$ cat src/rtl/data_mem_arb_pkg.sv
// data_mem_arb_pkg: shared state encoding, default sizes and port indices for the data memory arbiter.
package data_mem_arb_pkg;
  localparam int DEF_DW = 16;
  localparam int DEF_AW = 16;
  localparam int DEF_MAX_BURST = 8;
  localparam logic PORT0 = 1'b0;
  localparam logic PORT1 = 1'b1;
  typedef enum logic [1:0] {IDLE = 2'd0, OWN0 = 2'd1, OWN1 = 2'd2} state_t;
endpackage

$ cat src/rtl/data_mem_arbiter_mux.sv
// arb_port_mux: steers we/addr/wdata of the granted port onto the memory bus, zero when nothing is granted.
module arb_port_mux
  import data_mem_arb_pkg::*;
#(
  parameter int DW = DEF_DW,
  parameter int AW = DEF_AW
) (
  input  logic          i_gnt,
  input  logic          i_sel,
  input  logic          i_we0,
  input  logic          i_we1,
  input  logic [AW-1:0] i_addr0,
  input  logic [AW-1:0] i_addr1,
  input  logic [DW-1:0] i_wdata0,
  input  logic [DW-1:0] i_wdata1,
  output logic          o_we,
  output logic [AW-1:0] o_addr,
  output logic [DW-1:0] o_wdata
);
  always_comb begin
    o_we    = !i_gnt ? 1'b0 : (i_sel == PORT1) ? i_we1 : i_we0;
    o_addr  = !i_gnt ? '0   : (i_sel == PORT1) ? i_addr1 : i_addr0;
    o_wdata = !i_gnt ? '0   : (i_sel == PORT1) ? i_wdata1 : i_wdata0;
  end
endmodule

$ cat src/rtl/data_mem_arbiter.sv
// data_mem_arbiter: two-port round-robin arbiter with locked bursts in front of a single-port memory.
module data_mem_arbiter
  import data_mem_arb_pkg::*;
#(
  parameter int DW = DEF_DW,
  parameter int AW = DEF_AW,
  parameter int MAX_BURST = DEF_MAX_BURST
) (
  input  logic          i_clk,
  input  logic          i_rst,
  input  logic          i_req0,
  input  logic          i_req1,
  input  logic          i_we0,
  input  logic          i_we1,
  input  logic          i_lock0,
  input  logic          i_lock1,
  input  logic [AW-1:0] i_addr0,
  input  logic [AW-1:0] i_addr1,
  input  logic [DW-1:0] i_wdata0,
  input  logic [DW-1:0] i_wdata1,
  output logic          o_gnt0,
  output logic          o_gnt1,
  output logic          o_rvalid0,
  output logic          o_rvalid1,
  output logic [DW-1:0] o_rdata0,
  output logic [DW-1:0] o_rdata1,
  output logic          o_mem_en,
  output logic          o_mem_we,
  output logic [AW-1:0] o_mem_addr,
  output logic [DW-1:0] o_mem_wdata,
  input  logic [DW-1:0] i_mem_rdata,
  output logic          o_busy
);
  localparam logic LOCKABLE = MAX_BURST > 1;
  localparam logic [7:0] BURST_LIMIT = 8'(MAX_BURST);
  state_t     r_state;
  logic       r_ptr;
  logic [7:0] r_cnt;
  logic       r_rvalid0;
  logic       r_rvalid1;
  logic       w_idle;
  logic       w_sel;
  logic       w_gnt0;
  logic       w_gnt1;
  logic       w_gnt;
  logic       w_lock;
  logic       w_req;
  logic [7:0] w_cnt_nxt;
  logic       w_exit;
  always_comb begin
    w_idle    = r_state == IDLE;
    w_sel     = w_idle ? ((i_req0 & i_req1) ? r_ptr : (i_req1 ? PORT1 : PORT0))
                       : ((r_state == OWN1) ? PORT1 : PORT0);
    w_gnt0    = !i_rst & (w_idle ? (i_req0 & (w_sel == PORT0)) : ((r_state == OWN0) & i_req0));
    w_gnt1    = !i_rst & (w_idle ? (i_req1 & (w_sel == PORT1)) : ((r_state == OWN1) & i_req1));
    w_gnt     = w_gnt0 | w_gnt1;
    w_lock    = (w_sel == PORT1) ? i_lock1 : i_lock0;
    w_req     = (w_sel == PORT1) ? i_req1 : i_req0;
    w_cnt_nxt = r_cnt + 8'd1;
    // an owner leaves on an unlocked beat, on the burst-limit beat, or by withdrawing both req and lock
    w_exit    = w_gnt ? (!w_lock | (w_cnt_nxt == BURST_LIMIT)) : (!w_req & !w_lock);
  end
  always_ff @(posedge i_clk or posedge i_rst) begin
    if (i_rst) begin
      r_state   <= IDLE;
      r_ptr     <= PORT0;
      r_cnt     <= '0;
      r_rvalid0 <= 1'b0;
      r_rvalid1 <= 1'b0;
    end else begin
      r_rvalid0 <= w_gnt0 & !i_we0;
      r_rvalid1 <= w_gnt1 & !i_we1;
      if (w_idle) begin
        if (w_gnt & w_lock & LOCKABLE) begin
          r_state <= (w_sel == PORT1) ? OWN1 : OWN0;
          r_cnt   <= 8'd1;
        end else if (w_gnt) begin
          r_ptr <= ~w_sel;
        end
      end else if (w_exit) begin
        r_state <= IDLE;
        r_ptr   <= ~w_sel;
        r_cnt   <= '0;
      end else if (w_gnt) begin
        r_cnt <= w_cnt_nxt;
      end
    end
  end
  arb_port_mux #(.DW(DW), .AW(AW)) u_mux (
    .i_gnt   (w_gnt),
    .i_sel   (w_sel),
    .i_we0   (i_we0),
    .i_we1   (i_we1),
    .i_addr0 (i_addr0),
    .i_addr1 (i_addr1),
    .i_wdata0(i_wdata0),
    .i_wdata1(i_wdata1),
    .o_we    (o_mem_we),
    .o_addr  (o_mem_addr),
    .o_wdata (o_mem_wdata)
  );
  assign o_gnt0    = w_gnt0;
  assign o_gnt1    = w_gnt1;
  assign o_mem_en  = w_gnt;
  assign o_busy    = (r_state == OWN0) | (r_state == OWN1);
  assign o_rvalid0 = r_rvalid0;
  assign o_rvalid1 = r_rvalid1;
  // memory data arrives the cycle after the strobe, exactly when the registered rvalid is up
  assign o_rdata0  = r_rvalid0 ? i_mem_rdata : '0;
  assign o_rdata1  = r_rvalid1 ? i_mem_rdata : '0;
endmodule

$ cat config.mk
export PLATFORM = sky130hd
export DESIGN_NAME = data_mem_arbiter
export DESIGN_NICKNAME = d
export VERILOG_FILES = /design/src/rtl/data_mem_arb_pkg.sv /design/src/rtl/data_mem_arbiter_mux.sv /design/src/rtl/data_mem_arbiter.sv
export SDC_FILE = /design/constraint.sdc
export NUM_CORES = 1
export LEC_CHECK = 0
export ABC_AREA = 1
export BUFFER_PORTS_ARGS = -buffer_cell sky130_fd_sc_hd__buf_2
export CORE_MARGIN = 3
export CORE_UTILIZATION = 35
export DETAILED_ROUTE_END_ITERATION = 10
export GPL_TIMING_DRIVEN = 0
export PLACE_DENSITY = 0.77
export REMOVE_ABC_BUFFERS = 1
export SYNTH_ARGS = -nofsm -noshare
export SYNTH_HDL_FRONTEND = slang
export SYNTH_HIERARCHICAL = 1
export SYNTH_SLANG_ARGS = --single-unit
$ cat constraint.sdc
create_clock -name i_clk -period 1.7 [get_ports i_clk]
set_input_delay 0.085 -clock i_clk [delete_from_list [all_inputs] [get_ports i_clk]]
set_output_delay 0.085 -clock i_clk [all_outputs]
set_load 0.02 [all_outputs]
# Word-level counts from Yosys, hierarchy flattened
# Index checks and enable logic that the tools add are counted.
dict set report classes {
  add_sub_neg 1
  eq_ne 6
  n_mux 29
  bitwise 15
  n_reduce_logical 11
}
# op count
set ops {}
lappend ops {{$mux 16} 6}
lappend ops {{$mux 8} 4}
lappend ops {{$mux 1} 15}
lappend ops {{$and 1x1->1} 11}
lappend ops {{$add 8x1->8 const B} 1}
lappend ops {{$eq 8x4->1 const B} 1}
lappend ops {{$mux 2} 4}
lappend ops {{$logic_not 1->1} 5}
lappend ops {{$ne 2x1->1 const B} 2}
lappend ops {{$reduce_and 2->1} 2}
lappend ops {{$or 1x1->1} 3}
lappend ops {{$reduce_and 3->1} 1}
lappend ops {{$reduce_bool 3->1} 1}
lappend ops {{$eq 2x1->1 const B} 1}
lappend ops {{$eq 2x2->1 const B} 1}
lappend ops {{$logic_not 2->1} 1}
lappend ops {{$ne 2x2->1 const B} 1}
lappend ops {{$reduce_bool 2->1} 1}
lappend ops {{$not 1->1} 1}
dict set report word_totals {
  regBits 13
  input_bits 88
  out_inout_bits 71
  word_cells 67
}

# Depth between registers and ports, before layout
dict set report logic_depth {
  depth_word 11
  mapped_depth 14
  mapped_depth_nobuf 14
}

# Cells and area by module
# Netlist, hierarchy kept.
# module instances cells_per_inst area_each_um2 seq_area_each_um2
set by_module_without_submodules {}
lappend by_module_without_submodules {data_mem_arbiter 1 206 1206.2 325.3}
lappend by_module_without_submodules {arb_port_mux 1 176 690.7 0.0}

# Worst setup path after synthesis
# No wires, ideal clock.
dict set report synth_timing {
  path_type {register to output}
  start {reg r_state[0]}
  end {out o_mem_addr[0]}
  arrival_ns 1.910
  required_time_ns 1.615
  setup_slack_ns -0.295
  path_stages_with_launch 11
  path_buffers 2
  path_cell_list {dfrtp_1 inv_1 ha_1 nand3_2 nand2_4 nand3_4 nand2_2 buf_2 buf_2 nand2_1 nor2_1}
}
dict set report synth_between {
  elab_chain_len 9
}
# item line_no
set synth_lines {}
lappend synth_lines {{from (decl)} data_mem_arbiter.sv:36} ;# state_t r_state;
lappend synth_lines {{from (signal assigned)} data_mem_arbiter.sv:75} ;# r_state <= (w_sel == PORT1) ? OWN1 : OWN0;
lappend synth_lines {{$eq 2x2->1} data_mem_arbiter.sv:53} ;# : ((r_state == OWN1) ? PORT1 : PORT0);
lappend synth_lines {{$mux 1} data_mem_arbiter.sv:53}
lappend synth_lines {{$mux 1 *} data_mem_arbiter.sv:52} ;# w_sel = w_idle ? ((i_req0 & i_req1) ? r_ptr : (i_req1 ? PORT1 : PORT0))
lappend synth_lines {{net w_sel} data_mem_arbiter.sv:42} ;# logic w_sel;
lappend synth_lines {{$not 1->1} data_mem_arbiter.sv:54} ;# w_gnt0 = !i_rst & (w_idle ? (i_req0 & (w_sel == PORT0)) : ((r_state == OWN0) & i_req0));
lappend synth_lines {{$and 1x1->1} data_mem_arbiter.sv:54}
lappend synth_lines {{$mux 1} data_mem_arbiter.sv:54}
lappend synth_lines {{$and 1x1->1} data_mem_arbiter.sv:54}
lappend synth_lines {{$or 1x1->1 *} data_mem_arbiter.sv:56} ;# w_gnt = w_gnt0 | w_gnt1;
lappend synth_lines {{net o_mem_en} data_mem_arbiter.sv:27} ;# output logic o_mem_en,
lappend synth_lines {{$mux 16 *} data_mem_arbiter_mux.sv:22} ;# o_addr = !i_gnt ? '0 : (i_sel == PORT1) ? i_addr1 : i_addr0;
lappend synth_lines {{to (decl)} data_mem_arbiter.sv:29} ;# output logic [AW-1:0] o_mem_addr,
# Mark *: on every way through the listed nets, which the timed path passes. The rest lies on a longest branch.

# Final worst setup path
dict set report layout_timing {
  start {reg r_state[1]}
  end {out o_mem_wdata[15]}
}
dict set report layout_between {
  elab_chain_len 9
}
# item line_no
set layout_lines {}
lappend layout_lines {{$eq 2x2->1} data_mem_arbiter.sv:53}
lappend layout_lines {{$mux 1} data_mem_arbiter.sv:53}
lappend layout_lines {{$mux 1 *} data_mem_arbiter.sv:52}
lappend layout_lines {{net w_sel} data_mem_arbiter.sv:42}
lappend layout_lines {{$not 1->1} data_mem_arbiter.sv:54}
lappend layout_lines {{$and 1x1->1} data_mem_arbiter.sv:54}
lappend layout_lines {{$mux 1} data_mem_arbiter.sv:54}
lappend layout_lines {{$and 1x1->1} data_mem_arbiter.sv:54}
lappend layout_lines {{$or 1x1->1} data_mem_arbiter.sv:56}
lappend layout_lines {{$mux 16 *} data_mem_arbiter_mux.sv:23} ;# o_wdata = !i_gnt ? '0 : (i_sel == PORT1) ? i_wdata1 : i_wdata0;
lappend layout_lines {{to (decl)} data_mem_arbiter.sv:30} ;# output logic [DW-1:0] o_mem_wdata,
# Marked as above.

==> impl_metrics.py <==
metrics = {
    "status": {
        "outcome": "complete, but fails checks",
        "violations": "negative setup slack",
    },
    "route": {
        "num_vias": 2891,
        "postRouteAntennaNets": 0,
        "dr.pass1.iters": 4,
        "drcViolationCount": 0,
        "routedWlPerCell_um": 12.6,
        "viasPerCell": 4.61,
        "drtIter0Drc": 184,
        "routed_wl_mm": 7.90,
    },
    "setup_path": {
        "cp.required_ns": 1.62,
        "crit_family": "simple AND/OR/NAND/NOR gates",
        "path_buf_inv": 3,
        "r2r_slack_ns": -0.24,
        "critPathSlowestCell": "dfrtp_1",
        "crit_chain": "inv_2, ha_4, nand3_4, nand2_8, nand3_4, buf_12, nand2_8, nand2_2, nor2_2, buf_6",
        "slowest_delay_ns": 0.40,
        "worst-path-max-fanout": 8,
        "r2r_start": "r_state[1]",
        "critical_path_class": "reg -> out",
        "worst_setup_path_end_kind": "output pin",
        "r2r_end": "r_cnt[7]",
        "reg2reg_depth": 12,
        "critPathLaunchType": "flop",
        "cp.arrival_ns": 1.88,
    },
    "sta": {
        "rsz0062_at_grt": "yes",
        "worst_pin_slew_ns": 0.619,
        "maxSlewHeadroom_pct": 58.6,
        "period_share_pct": 116,
        "period_minus_slack_ns": 1.97,
        "final_hold_viol_count": 0,
        "fin_worst_skew_ns": 0.000570,
        "tns_ns": -9.31,
        "final_max_slew_viol_count": 0,
        "finalSetupViolations": 46,
        "hold_ws_ns": 0.00366,
        "fin_ws_ns": -0.270,
        "fmax_mhz": 508,
    },
    "final_layout": {
        "postLayoutCoreUtil_pct": 67.1,
        "area_delta_synth_final_pct": 82.9,
        "fillers": 435,
        "drive_above_1_share_pct": 42.7,
        "nets": 651,
        "diodes": 0,
    },
    "synthesis": {
        "synth_area_leaders": "nand2_1 28%, inv_1 17%, dfrtp_1 17%, nor2_1 15%, nand3_1 3.7%",
        "synth_cells": 382,
        "yosysTopAreaCell": "nand2_1",
        "synth_cell_types": 22,
        "synth.yosys.seq_area_share_pct": 17.2,
        "avgSynthCellArea_um2": 4.97,
        "synthesis.area_um2": 1900,
        "ys_seq_elements": 13,
        "yosys.area.top_type_share_pct": 28.3,
        "yosys_warnings": 6,
    },
    "job": {
        "maxCapViolCount": 0,
    },
    "global_routing": {
        "grt_antenna_before_repair": 0,
        "grt_pass1_wl_mm": 11.8,
        "grt_max_degree": 36,
        "grt_pass1_vias": 2702,
        "gr-total-overflow": 0,
        "track_usage_pct": 22.9,
    },
    "power_and_ir_drop": {
        "peakVddDrop_mv": 0.846,
        "pwr-share-seq_pct": 12.1,
        "p_sw_share_pct": 54.4,
        "powerDensity_nw_per_um2": 1080,
        "p_switching_uw": 2040,
        "power_uw": 3750,
        "p_leak_uw": 0.00225,
        "p_int_uw": 1710,
        "combinationalPowerShare_pct": 80.4,
        "power_frac_clock_pct": 7.5,
    },
    "placed_design": {
        "gp_congestion": 0.836,
        "io_buffers": 158,
        "pre_cts_slack_ns": -1.39,
        "dp_hpwl_mm": 4.63,
    },
    "floorplanning": {
        "die_area_um2": 6340,
        "io_pins": 159,
        "placeableCoreArea_um2": 5170,
        "die_h_um": 79.6,
        "fp.dieW_um": 79.6,
        "rows": 26,
        "start_util_pct": 36.7,
    },
    "cts": {
        "cts_max_level": 1,
        "cts_buffers": 3,
        "root_buffer": "clkbuf_8",
        "clock_latency_ns": 0.24,
        "cts_buffer_depth": 2,
        "cts_sinks": 13,
        "clkTransAtPathRegs_ns": 0.06,
        "cts_tree": "built",
    },
    "hold_path": {
        "hold_end": "o_rvalid0",
        "min_path_cells": 2,
        "hp-start": "i_we0",
        "min_path_type": "in -> reg",
    },
}
cell usage in the layout (no fill, tap or decap):
cell,count
clkbuf_8,3
nor2_4,6
o21ai_0,3
o21ai_1,5
nor2_2,3
nand3b_1,1
buf_2,122
inv_1,84
nand2_1,128
o21ai_4,1
nand4_1,3
buf_12,2
a21oi_4,2
dfrtp_2,1
nor2_1,65
buf_4,41
inv_8,1
nand2_8,11
nand3_1,13
clkbuf_1,1
buf_6,13
ha_2,1
inv_6,1
dfrtp_1,12
inv_2,4
dlygate4sd3_1,2
ha_4,2
nand3_4,3
ha_1,2
nand2_4,10
nand2_2,11
state kept, by name, indices dropped and copies added, names as in the netlist:
signal / count
o_rvalid1: 1
r_state: 2
r_cnt: 8
o_rvalid0: 1
r_ptr: 1
cells by family (layout without fill, tap and decap cells):
| logic type | Yosys count | after routing | synth area share (%) |
|---|---|---|---|
| buffers and inverters | 105 | 274 | 22.4 |
| AO/OA/AOI/OAI | 11 | 11 | 3.30 |
| flip-flops | 13 | 13 | 17.2 |
| adder cells (fa/ha/maj) | 5 | 5 | 3.30 |
| AND/OR/NAND/NOR | 248 | 254 | 53.9 |
area by class of cell:
cell class / instances / area (µm²) / area share, %
clock buffer: 4 / 45.0 / 1.30
sequential: 13 / 327 / 9.41
multi-input combinational: 270 / 1540 / 44.2
inverter: 90 / 350 / 10.1
tap: 70 / 87.6 / 2.52
timing repair buffer: 180 / 1120 / 32.4
per-layer routing:
| metal | GRT usage (%) | vias up | routed length, µm |
|---|---|---|---|
| met3 | 4.18 | 22 | 661 |
| li1 | - | 1445 | - |
| met2 | 43.9 | 150 | 4310 |
| met1 | 24.2 | 1274 | 2730 |
| met5 | 0 | - | 0 |
| met4 | 9.45 | 0 | 198 |
synthesized netlist by cell type (all sizes together):
cell and count:
inv 90, buf 11, o21ai 9, clkbuf 4, ha 5, nor2 74
nand4 3, dfrtp 13, a21oi 2, nand3 16, nand3b 1, nand2 154
power groups by stage:
| stage | combinational [µW] | sequential, µW | clock (µW) |
|---|---|---|---|
| 6_report | 3010 | 452 | 281 |
| 5_1_grt | 3260 | 465 | 301 |
| 4_1_cts | 2660 | 448 | 281 |
| 3_5_place_dp | 1860 | 452 | 0 |
| 3_3_place_gp | 1830 | 448 | 0 |
| 2_1_floorplan | 1330 | 434 | 0 |
worst max path at each step:
stage | start | end | cells past startpoint
3_5_place_dp | r_state[0] | r_cnt[1] | 11
3_3_place_gp | r_state[0] | r_state[0] | 13
4_1_cts | r_state[1] | o_mem_addr[14] | 10
5_1_grt | r_state[1] | o_mem_wdata[15] | 10
2_1_floorplan | r_state[0] | r_state[1] | 13
6_report | r_state[1] | o_mem_wdata[15] | 10
metrics by stage:
stage / cells / cell area, µm²
after floorplan: 367 / 1810
after global placement: 595 / 2690
after detailed placement: 595 / 2690
after CTS: 625 / 3280
after global routing: 627 / 3470
final: 627 / 3470
what timing repair did:
action                     in CTS  in global routing
gates resized for setup        77                 48
hold buffers                    2                  0
buffers inserted               18                  2
cloned                          6                  0
pin swaps                      13                 24
hold endpoints to repair       14                  0
setup endpoints to repair      48                 47
No activity file was read; power rests on OpenSTA's default activity.
